<file path="config.mk">
export PLATFORM = sky130hd
export DESIGN_NAME = bram_burst_master_flat
export DESIGN_NICKNAME = d
export VERILOG_FILES = /design/src/rtl/bram_burst_master_if.sv /design/src/rtl/bram_burst_master.sv /design/src/flat_wrapper.sv
export SDC_FILE = /design/constraint.sdc
export NUM_CORES = 1
export LEC_CHECK = 0
export CAP_MARGIN = 20
export CORE_MARGIN = 5
export CORE_UTILIZATION = 47
export DETAILED_ROUTE_END_ITERATION = 8
export PLACE_DENSITY = 0.76
export RECOVER_POWER = 25
export SLEW_MARGIN = 20
export SYNTH_ARGS = -nofsm -noshare
export SYNTH_HDL_FRONTEND = slang
export SYNTH_SLANG_ARGS = --single-unit
export TNS_END_PERCENT = 20
</file>
<file path="constraint.sdc">
create_clock -name i_clk -period 3 [get_ports i_clk]
set_clock_uncertainty 0.15 [all_clocks]
set_input_delay 0.3 -clock i_clk [delete_from_list [all_inputs] [get_ports i_clk]]
set_output_delay 0.3 -clock i_clk [all_outputs]
set_load 0.1 [all_outputs]
</file>
<file path="src/rtl/bram_burst_master_if.sv">
// Command, write-stream, read-stream and BRAM-port signals of bram_burst_master.
// Names are from the master's point of view (i_ = into the master).
interface bram_burst_master_if #(
   parameter int DATA_WIDTH = 32,
   parameter int ADDR_WIDTH = 10,
   parameter int LEN_WIDTH  = ADDR_WIDTH
);
   logic                  i_cmd_valid;
   logic                  o_cmd_ready;
   logic                  i_cmd_write;
   logic [ADDR_WIDTH-1:0] i_cmd_addr;
   logic [LEN_WIDTH-1:0]  i_cmd_len;

   logic                  i_wr_valid;
   logic                  o_wr_ready;
   logic [DATA_WIDTH-1:0] i_wr_data;

   logic                  o_rd_valid;
   logic                  i_rd_ready;
   logic [DATA_WIDTH-1:0] o_rd_data;

   logic                  o_busy;
   logic                  o_done;

   logic                  o_bram_en;
   logic                  o_bram_we;
   logic [ADDR_WIDTH-1:0] o_bram_addr;
   logic [DATA_WIDTH-1:0] o_bram_din;
   logic [DATA_WIDTH-1:0] i_bram_dout;

   modport master (
      input  i_cmd_valid, i_cmd_write, i_cmd_addr, i_cmd_len,
      input  i_wr_valid, i_wr_data, i_rd_ready, i_bram_dout,
      output o_cmd_ready, o_wr_ready, o_rd_valid, o_rd_data,
      output o_busy, o_done, o_bram_en, o_bram_we, o_bram_addr, o_bram_din
   );

   modport slave (
      output i_cmd_valid, i_cmd_write, i_cmd_addr, i_cmd_len,
      output i_wr_valid, i_wr_data, i_rd_ready, i_bram_dout,
      input  o_cmd_ready, o_wr_ready, o_rd_valid, o_rd_data,
      input  o_busy, o_done, o_bram_en, o_bram_we, o_bram_addr, o_bram_din
   );
endinterface

</file>
<file path="src/rtl/bram_burst_master.sv">
// Burst initiator for one BRAM port: command-driven write/read bursts with a
// 4-entry read-return FIFO so the read stream can be backpressured losslessly.
module bram_burst_master #(
   parameter int DATA_WIDTH = 32,
   parameter int ADDR_WIDTH = 10,
   parameter int LEN_WIDTH  = ADDR_WIDTH
) (
   input  logic                 i_clk,
   input  logic                 i_rst,
   bram_burst_master_if.master  bus
);
   typedef enum logic [1:0] {S_IDLE = 2'd0, S_WRITE = 2'd1, S_READ = 2'd2} state_t;

   state_t                r_state;
   state_t                w_state_next;
   logic [ADDR_WIDTH-1:0] r_addr;
   logic [LEN_WIDTH-1:0]  r_remain;
   logic [LEN_WIDTH-1:0]  r_len;
   logic [LEN_WIDTH-1:0]  r_acc_cnt;
   logic                  r_issue_active;
   logic                  r_wr_done;
   logic                  r_rd_pending;
   logic [1:0]            r_inflight;

   logic                  r_bram_en;
   logic                  r_bram_we;
   logic [ADDR_WIDTH-1:0] r_bram_addr;
   logic [DATA_WIDTH-1:0] r_bram_din;

   logic [DATA_WIDTH-1:0] r_fifo_mem [4];
   logic [1:0]            r_wptr;
   logic [1:0]            r_rptr;
   logic [2:0]            r_fifo_cnt;

   logic                  w_cmd_ready;
   logic                  w_cmd_fire;
   logic                  w_wr_ready;
   logic                  w_wr_fire;
   logic                  w_rd_valid;
   logic                  w_pop;
   logic                  w_rd_last;
   logic                  w_issue;
   logic                  w_done;
   logic [3:0]            w_occ;
   logic [DATA_WIDTH-1:0] w_rd_data;

   always_ff @(posedge i_clk) begin
      if (i_rst) begin
         r_state <= S_IDLE;
      end else begin
         r_state <= w_state_next;
      end
   end

   always_comb begin
      w_state_next = r_state;
      case (r_state)
         S_IDLE:  if (w_cmd_fire) w_state_next = bus.i_cmd_write ? S_WRITE : S_READ;
         S_WRITE: if (w_wr_fire && (r_remain == '0)) w_state_next = S_IDLE;
         S_READ:  if (w_rd_last) w_state_next = S_IDLE;
         default: w_state_next = S_IDLE;
      endcase
   end

   // Write-done cycle holds off commands so the next one lands after o_done.
   always_comb begin
      w_cmd_ready = (r_state == S_IDLE) && !r_wr_done;
      w_cmd_fire  = w_cmd_ready && bus.i_cmd_valid;
      w_wr_ready  = (r_state == S_WRITE);
      w_wr_fire   = w_wr_ready && bus.i_wr_valid;
      w_rd_valid  = (r_fifo_cnt != 3'd0);
      w_rd_data   = w_rd_valid ? r_fifo_mem[r_rptr] : '0;
      w_pop       = w_rd_valid && bus.i_rd_ready;
      w_rd_last   = (r_state == S_READ) && w_pop && (r_acc_cnt == r_len) && !i_rst;
      w_occ       = {1'b0, r_fifo_cnt} + {2'b00, r_inflight} - {3'b000, w_pop};
      w_issue     = (r_state == S_READ) && r_issue_active && (w_occ < 4'd4);
      w_done      = r_wr_done || w_rd_last;
   end

   always_ff @(posedge i_clk) begin
      if (i_rst) begin
         r_addr         <= '0;
         r_remain       <= '0;
         r_len          <= '0;
         r_acc_cnt      <= '0;
         r_issue_active <= 1'b0;
         r_wr_done      <= 1'b0;
         r_rd_pending   <= 1'b0;
         r_inflight     <= 2'd0;
         r_bram_en      <= 1'b0;
         r_bram_we      <= 1'b0;
         r_bram_addr    <= '0;
         r_bram_din     <= '0;
         r_wptr         <= 2'd0;
         r_rptr         <= 2'd0;
         r_fifo_cnt     <= 3'd0;
      end else begin
         r_bram_en    <= 1'b0;
         r_bram_we    <= 1'b0;
         r_wr_done    <= 1'b0;
         r_rd_pending <= r_bram_en && !r_bram_we;
         if (w_cmd_fire) begin
            r_addr         <= bus.i_cmd_addr;
            r_remain       <= bus.i_cmd_len;
            r_len          <= bus.i_cmd_len;
            r_acc_cnt      <= '0;
            r_issue_active <= !bus.i_cmd_write;
         end
         if (w_wr_fire) begin
            r_bram_en   <= 1'b1;
            r_bram_we   <= 1'b1;
            r_bram_addr <= r_addr;
            r_bram_din  <= bus.i_wr_data;
            r_addr      <= r_addr + ADDR_WIDTH'(1);
            if (r_remain == '0) r_wr_done <= 1'b1;
            else                r_remain  <= r_remain - LEN_WIDTH'(1);
         end
         if (w_issue) begin
            r_bram_en   <= 1'b1;
            r_bram_addr <= r_addr;
            r_addr      <= r_addr + ADDR_WIDTH'(1);
            if (r_remain == '0) r_issue_active <= 1'b0;
            else                r_remain       <= r_remain - LEN_WIDTH'(1);
         end
         // inflight spans the strobe cycle and the dout cycle of each read
         r_inflight <= r_inflight + {1'b0, w_issue} - {1'b0, r_rd_pending};
         if (w_pop && !w_rd_last) r_acc_cnt <= r_acc_cnt + LEN_WIDTH'(1);
         if (r_rd_pending) r_wptr <= r_wptr + 2'd1;
         if (w_pop)        r_rptr <= r_rptr + 2'd1;
         r_fifo_cnt <= r_fifo_cnt + {2'b00, r_rd_pending} - {2'b00, w_pop};
      end
   end

   always_ff @(posedge i_clk) begin
      if (r_rd_pending) r_fifo_mem[r_wptr] <= bus.i_bram_dout;
   end

   assign bus.o_cmd_ready = w_cmd_ready;
   assign bus.o_wr_ready  = w_wr_ready;
   assign bus.o_rd_valid  = w_rd_valid;
   assign bus.o_rd_data   = w_rd_data;
   assign bus.o_busy      = (r_state != S_IDLE);
   assign bus.o_done      = w_done;
   assign bus.o_bram_en   = r_bram_en;
   assign bus.o_bram_we   = r_bram_we;
   assign bus.o_bram_addr = r_bram_addr;
   assign bus.o_bram_din  = r_bram_din;
endmodule

</file>
<file path="src/flat_wrapper.sv">
// flat-port wrapper written by rule: the top's interface ports become plain ports
module bram_burst_master_flat 
#(
   parameter int DATA_WIDTH = 32,
   parameter int ADDR_WIDTH = 10,
   parameter int LEN_WIDTH  = ADDR_WIDTH
)
  (i_clk, i_rst, bus_i_cmd_valid, bus_i_cmd_write, bus_i_cmd_addr, bus_i_cmd_len, bus_i_wr_valid, bus_i_wr_data, bus_i_rd_ready, bus_i_bram_dout, bus_o_cmd_ready, bus_o_wr_ready, bus_o_rd_valid, bus_o_rd_data, bus_o_busy, bus_o_done, bus_o_bram_en, bus_o_bram_we, bus_o_bram_addr, bus_o_bram_din);
  bram_burst_master_if #(.DATA_WIDTH(DATA_WIDTH), .ADDR_WIDTH(ADDR_WIDTH), .LEN_WIDTH(LEN_WIDTH)) bus_i ();
  input  logic i_clk;
  input  logic i_rst;
  input wire logic [$bits(bus_i.i_cmd_valid)-1:0] bus_i_cmd_valid;
  input wire logic [$bits(bus_i.i_cmd_write)-1:0] bus_i_cmd_write;
  input wire logic [$bits(bus_i.i_cmd_addr)-1:0] bus_i_cmd_addr;
  input wire logic [$bits(bus_i.i_cmd_len)-1:0] bus_i_cmd_len;
  input wire logic [$bits(bus_i.i_wr_valid)-1:0] bus_i_wr_valid;
  input wire logic [$bits(bus_i.i_wr_data)-1:0] bus_i_wr_data;
  input wire logic [$bits(bus_i.i_rd_ready)-1:0] bus_i_rd_ready;
  input wire logic [$bits(bus_i.i_bram_dout)-1:0] bus_i_bram_dout;
  output wire logic [$bits(bus_i.o_cmd_ready)-1:0] bus_o_cmd_ready;
  output wire logic [$bits(bus_i.o_wr_ready)-1:0] bus_o_wr_ready;
  output wire logic [$bits(bus_i.o_rd_valid)-1:0] bus_o_rd_valid;
  output wire logic [$bits(bus_i.o_rd_data)-1:0] bus_o_rd_data;
  output wire logic [$bits(bus_i.o_busy)-1:0] bus_o_busy;
  output wire logic [$bits(bus_i.o_done)-1:0] bus_o_done;
  output wire logic [$bits(bus_i.o_bram_en)-1:0] bus_o_bram_en;
  output wire logic [$bits(bus_i.o_bram_we)-1:0] bus_o_bram_we;
  output wire logic [$bits(bus_i.o_bram_addr)-1:0] bus_o_bram_addr;
  output wire logic [$bits(bus_i.o_bram_din)-1:0] bus_o_bram_din;
  assign bus_i.i_cmd_valid = bus_i_cmd_valid;
  assign bus_i.i_cmd_write = bus_i_cmd_write;
  assign bus_i.i_cmd_addr = bus_i_cmd_addr;
  assign bus_i.i_cmd_len = bus_i_cmd_len;
  assign bus_i.i_wr_valid = bus_i_wr_valid;
  assign bus_i.i_wr_data = bus_i_wr_data;
  assign bus_i.i_rd_ready = bus_i_rd_ready;
  assign bus_i.i_bram_dout = bus_i_bram_dout;
  assign bus_o_cmd_ready = bus_i.o_cmd_ready;
  assign bus_o_wr_ready = bus_i.o_wr_ready;
  assign bus_o_rd_valid = bus_i.o_rd_valid;
  assign bus_o_rd_data = bus_i.o_rd_data;
  assign bus_o_busy = bus_i.o_busy;
  assign bus_o_done = bus_i.o_done;
  assign bus_o_bram_en = bus_i.o_bram_en;
  assign bus_o_bram_we = bus_i.o_bram_we;
  assign bus_o_bram_addr = bus_i.o_bram_addr;
  assign bus_o_bram_din = bus_i.o_bram_din;
  bram_burst_master #(.DATA_WIDTH(DATA_WIDTH), .ADDR_WIDTH(ADDR_WIDTH), .LEN_WIDTH(LEN_WIDTH)) u_core (.i_clk(i_clk), .i_rst(i_rst), .bus(bus_i));
endmodule
</file>
==> results of run 1 <==
per-layer routing:
metal,GRT usage,vias to the layer above
met3,0.0512,24
met2,0.297,235
met4,0.0363,0
li1,-,3045
met1,0.233,3013
met5,0,-
power groups by stage:
| stage | clock network [mW] | registers (mW) | logic (mW) |
|---|---|---|---|
| floorplan | 0 | 3.67 | 3.13 |
| global placement | 0 | 3.61 | 4.83 |
| detailed placement | 0 | 3.61 | 4.87 |
| CTS | 2.77 | 3.54 | 4.88 |
| global route | 2.92 | 3.56 | 5.05 |
| finish | 2.69 | 3.54 | 4.83 |
cells in the mapped netlist (all sizes together) (2+ instances only):
master,count
a211oi,5
o211ai,3
nor3b,3
inv,15
xnor2,10
mux4,32
nand2,130
xor2,14
nor2,32
a311oi,6
mux2,2
o31a,2
ha,13
a22oi,3
and2,43
a22o,3
buf,12
o311ai,2
and4,2
o21ai,12
nor3,10
nand3b,2
and3,11
nand3,12
a21boi,2
edfxtp,128
nand4,2
a21oi,65
nor2b,3
mux2i,2
nor4,10
clkbuf,33
dfxtp,100
a21o,3
a32oi,4
o21a,2
kinds of logic after synthesis:
kind of cell             synth area share
AND/OR/NAND/NOR                     0.137
multiplexers                       0.0820
adder cells (fa/ha/maj)            0.0196
XOR/XNOR                           0.0226
flip-flops                          0.628
AO/OA/AOI/OAI                      0.0827
buffers and inverters              0.0274
state kept, by name, indices dropped and copies added, names as in the netlist, 3 cells and up, named ones only:
| signal | count |
|---|---|
| u_core.r_remain | 10 |
| u_core.r_addr | 10 |
| u_core.r_fifo_cnt | 3 |
| u_core.r_len | 10 |
| u_core.bus.o_bram_din | 32 |
| u_core.r_acc_cnt | 10 |
| u_core.bus.o_bram_addr | 10 |
| u_core.r_fifo_mem | 128 |
worst paths after layout:
path,start,to,slack (ps)
max,u_core.r_fifo_cnt[2],u_core.r_addr[5],240
min,i_rst,u_core.r_fifo_cnt[1],60
max reg2reg,u_core.r_fifo_cnt[2],u_core.r_addr[5],240
min reg2reg,u_core.bus.o_bram_din[0],u_core.bus.o_bram_din[0],300
critical path: cells and delay by family, from the launching register on:
kind	cells	cell delay (ps)
AND/OR/NAND/NOR	8	1710
flip-flops	1	350
AO/OA/AOI/OAI	1	310
adder cells (fa/ha/maj)	1	110
through the flow:
step                hold WS [ps]  cell area [µm²]  utilization  instances  power, mW
detailed placement           297            11500        0.592       1158       8.48
finish                      57.3            12200        0.629       1199       11.1
global placement             292            11500        0.592       1158       8.44
CTS                         40.0            12200        0.629       1198       11.2
floorplan                    249             9310            -        748       6.80
global route                76.5            12200        0.629       1198       11.5
final cells by class:
type                       instances  share of cell area
antenna                            1            0.000204
multi-input combinational        460               0.263
timing repair buffer             190               0.170
clock inverter                    11             0.00869
inverter                          15             0.00460
clock buffer                      29              0.0489
tap                              265              0.0271
sequential                       228               0.478
==> metrics, run 1 <==
first-pass GRT wire length=32.2 mm; number of fill cells=about 1500; Hold Path Class=input pin to flop; Die Y=151 µm; commonest cells after routing, fill and taps aside=nand2_1 (129), edfxtp_1 (128), dfxtp_1 (99); peak supply drop=0.532 mV; IO Pins=approximately 170; Multi-input gate area=3220 µm²; Seq cells post-synth=about 230; DRT met1 WL=8.50 mm; cells along the critical path=or3_1, and2_1, nand2_1, ha_1, nand2_1, or4b_4, a41o_4, and2_4, nor3b_1, nor4_1; EDFF count, synth=128; vias in the first global route=just over 6000; slew of the pin with the lowest slew margin=740 ps; synthesized instance count=748; Die ar.=22700 µm²; Routability Congestion=0.852; grt total ovfl=0; syn_nets=852; met2 wire len=approximately 9.6 mm; CP Class=flop to flop; Max-slew headroom=0.502; Remaining DRCs=0; Switching Fraction=0.391; Post-CTS Hold Buffers=0; reg2reg path depth=10; share of the synthesized area in the top cell type=0.413; Layout area overhead=31.6%; Iter 0 DRT Violations=around 380; Hold Path Depth=2; largest net degree at the start of global routing=64; most common cell after layout, fill and taps aside=nand2_1; Max Buffers Root-to-Sink=3; largest fanout on the critical path=16; Pwr Density=904 nW/µm²; dpl ws=86.4 ps; row cnt=51; top sig layer=met4; die width=151 µm; Tmin final=between 2000 and 3000 ps; RSZ-0062 raised after global routing=false; Routed WL=20.2 mm; slowest stage cell on the critical path=or4b_4; proportion of power drawn by combinational gates=0.436; Root Buffer=clkbuf_16; Post-synth ARST share=0; Final ANT Viol Nets=0; Total GRT Usage=0.177; post_cts resized=0; Largest stage delay, worst path=500 ps; initial antenna violation count=0; fmax=362 MHz; Worst EP required=3210 ps; DR vias/cell=5.27; max_cap viols=0; P_leak=4.38 nW; Sw Pwr=4.33 mW; clk_lat worst skew=490 ps; sequential group share of total power=0.320; Register Area=5850 µm²; cell taking the most area after synthesis=edfxtp_1; Mapped Area=9300 µm²; number of port buffers=170; Slew Limit Fails=0; CP endpoint kind=flop; outcome=completed; CTS clock-pin slew for the worst setup and hold paths=60 ps; total core area=19500 µm²; CTS H-tree depth=1; Clk network pwr share=0.243; total number of vias=6317; setup TNS=0 ps; most used cell, CP=nand2_1; largest cells by area after synthesis=edfxtp_1 (41%), dfxtp_1 (22%), mux4_2 (7.7%), nand2_1 (5.2%), a21oi_1 (3.4%); Post-Syn Area per Cell=12.4 µm²; synth warn=0; data arrival time of the critical path=2970 ps; post-route setup slack=235 ps; routed length per instance=16.9 µm; synth unique cells=61; setup violators final=0; TritonCTS clock tree=yes; initial core utilization=0.478; DP HPWL=13.6 mm; part of the Yosys area used for sequential elements=0.628; final hold vios=0; Int Power=6.73 mW; number of CTS-inserted buffers=23; postcts setup bufs=0; met3 wire length=between 1.5 and 2 mm; Setup crit start kind=flop; Synth Flop Type=edfxtp_1; nets=1022; CTS sink cnt=228; layout cells sized above 1=0.194; DR pass1 iterations=7; ratio of final minimum period to clock period=0.922
(Power assumes the default switching activity.)
==> run 2: changes to the inputs <==
--- a/config.mk
+++ b/config.mk
@@ -11,7 +11,6 @@
 export DETAILED_ROUTE_END_ITERATION = 8
 export PLACE_DENSITY = 0.76
 export RECOVER_POWER = 25
-export SLEW_MARGIN = 20
 export SYNTH_ARGS = -nofsm -noshare
 export SYNTH_HDL_FRONTEND = slang
 export SYNTH_SLANG_ARGS = --single-unit
==> constraint.sdc (replaced) <==
create_clock -name i_clk -period 3 [get_ports i_clk]
set_clock_uncertainty 0.15 [all_clocks]
set_input_delay 0.3 -clock i_clk [delete_from_list [all_inputs] [get_ports i_clk]]
set_output_delay 0.3 -clock i_clk [all_outputs]
set_load 0.01 [all_outputs]
==> run 2 against run 1 <==
Against the previous run:
- first-iteration DRC count shrank 4.2%
- setup slack lost 55 ps
- critical path depth is the same
- largest power group is now registers
==> metrics, run 2 (same netlist as run 1, synthesis figures left out) <==
Worst EP required=3190 ps; routed length per instance=about 17 µm; max_cap viols=0; vias in the first global route=6313; peak supply drop=0.485 mV; number of port buffers=170; Largest stage delay, worst path=510 ps; DP HPWL=13.5 mm; Total GRT Usage=0.180; WP buf/inv=0; CP delay by family, top=simple AND/OR/NAND/NOR gates; commonest cells after routing, fill and taps aside=clkdlybuf4s50_1 (141), nand2_1 (129), edfxtp_1 (128); number of fill cells=roughly 1500; IO Pins=171; nets=1024; Hold Path Class=input pin to flop; setup violators final=0; most common cell after layout, fill and taps aside=clkdlybuf4s50_1; Pwr Density=a little over 700 nW/µm²; clk_lat worst skew=500 ps; first-pass GRT wire length=32.5 mm; fmax=between 300 and 400 MHz; Routability Congestion=0.840; CTS H-tree depth=1; grt total ovfl=0; initial antenna violation count=1; total core area=roughly 19000 µm²; Max Buffers Root-to-Sink=3; Layout area overhead=30.3%; largest net degree at the start of global routing=99; ratio of final minimum period to clock period=0.940; max reg flops=128; final core occ=0.623; CP Class=flop to flop; cells along the critical path=or3_1, and2_1, nand2_1, ha_1, nand2_1, or4b_4, a41o_4, and3_1, o21ai_0, a21oi_1; P_leak=4.16 nW; final hold vios=0; DR pass1 iterations=5; Die ar.=22700 µm²; CP endpoint kind=flop; initial core utilization=0.478; row cnt=51; Final ANT Viol Nets=0; outcome=completed; Iter 0 DRT Violations=366; Remaining DRCs=0; most used cell, CP=nand2_1; Hold WS=141 ps; Tmin final=2820 ps; number of CTS-inserted buffers=24; die width=151 µm; slew of the pin with the lowest slew margin=1070 ps; data arrival time of the critical path=3000 ps; Biggest register=u_core.r_fifo_mem; setup TNS=0 ps; Slew Limit Fails=0; Root Buffer=clkbuf_16; Die Y=151 µm; Max-slew headroom=0.289; TritonCTS clock tree=yes; CTS clock-pin slew for the worst setup and hold paths=60 ps; largest fanout on the critical path=8; DR vias/cell=5.23; total number of vias=about 6300; layout cells sized above 1=0.110; CTS sink cnt=about 230; Routed WL=20.3 mm; Setup crit start kind=flop; slowest stage cell on the critical path=or4b_4
==> run 2: cell count changes in the layout (fill, tap and decap cells not counted), sizes merged <==
| cell | delta |
|---|---|
| bufinv | +1 |
| clkdlybuf4s50 | +81 |
| clkinvlp | +2 |
| buf | -80 |
==> run 2: worst paths after layout <==
| check | start | end | slack (ps) | cells after the start |
|---|---|---|---|---|
| max reg2reg | u_core.r_fifo_cnt[2] | u_core.r_addr[7] | 180 | 10 |
| max | u_core.r_fifo_cnt[2] | u_core.r_addr[7] | 180 | 10 |
| min | i_rst | u_core.r_acc_cnt[1] | 140 | 5 |
| min reg2reg | u_core.bus.o_bram_din[26] | u_core.bus.o_bram_din[26] | 300 | 2 |
==> run 2: what timing repair did <==
| item | in CTS | in global routing |
|---|---|---|
| buffers inserted | 0 | 0 |
| endpoints found under the setup margin | 0 | 8 |
| hold buffers | 0 | 0 |
| gates resized for setup | 0 | 4 |
==> run 2: layout make-up <==
cell class / instances / area, µm² / area share
sequential: 228 / 5850 / 0.483
antenna: 1 / 2.50 / 0.000206
tap: 265 / 332 / 0.0274
multi-input combinational: 460 / 3220 / 0.266
clock inverter: 14 / 140 / 0.0116
inverter: 15 / 56.3 / 0.00464
clock buffer: 29 / 641 / 0.0528
timing repair buffer: 191 / 1880 / 0.155
==> run 2: power breakdown <==
group	switching, mW	internal [mW]	leakage [nW]
clock network	1.11	1.77	0.369
logic	1.02	1.24	1.82
registers	0.118	3.41	1.97
total	2.25	6.42	4.16
==> run 2: worst register-to-register path, cell delays in order (launching register included) <==
cell     delay, ps
dfxtp_1        360
or3_1          400
and2_1         180
nand2_1         70
ha_1           110
nand2_1         80
or4b_4         510
a41o_4         320
and3_1         220
o21ai_0        180
a21oi_1         80
==> run 2: stage by stage <==
| step | total power [mW] | worst slack, ps | cells | cell area [µm²] |
|---|---|---|---|---|
| 4_1_cts | 8.78 | 50.0 | 1202 | 12100 |
| 2_1_floorplan | 4.86 | 53.0 | 748 | 9300 |
| 3_5_place_dp | 5.88 | 41.2 | 1159 | 11300 |
| 5_1_grt | 9.14 | -12.3 | 1202 | 12100 |
| 3_3_place_gp | 5.84 | 63.8 | 1159 | 11300 |
| 6_report | 8.67 | 181 | 1203 | 12100 |
==> run 2: layer usage <==
layer	track usage	routed length, µm	up-vias
li1	-	-	3056
met1	0.230	8490	2997
met2	0.303	9610	211
met3	0.0548	1940	29
met4	0.0403	286	2
met5	0	11	-
==> run 3: changes to the inputs <==
--- a/config.mk
+++ b/config.mk
@@ -14,4 +14,4 @@
 export SYNTH_ARGS = -nofsm -noshare
 export SYNTH_HDL_FRONTEND = slang
 export SYNTH_SLANG_ARGS = --single-unit
-export TNS_END_PERCENT = 20
+export TNS_END_PERCENT = 100
==> results of run 3 <==
Same layout as run 2: the final DEF is identical, and so are final timing and power.
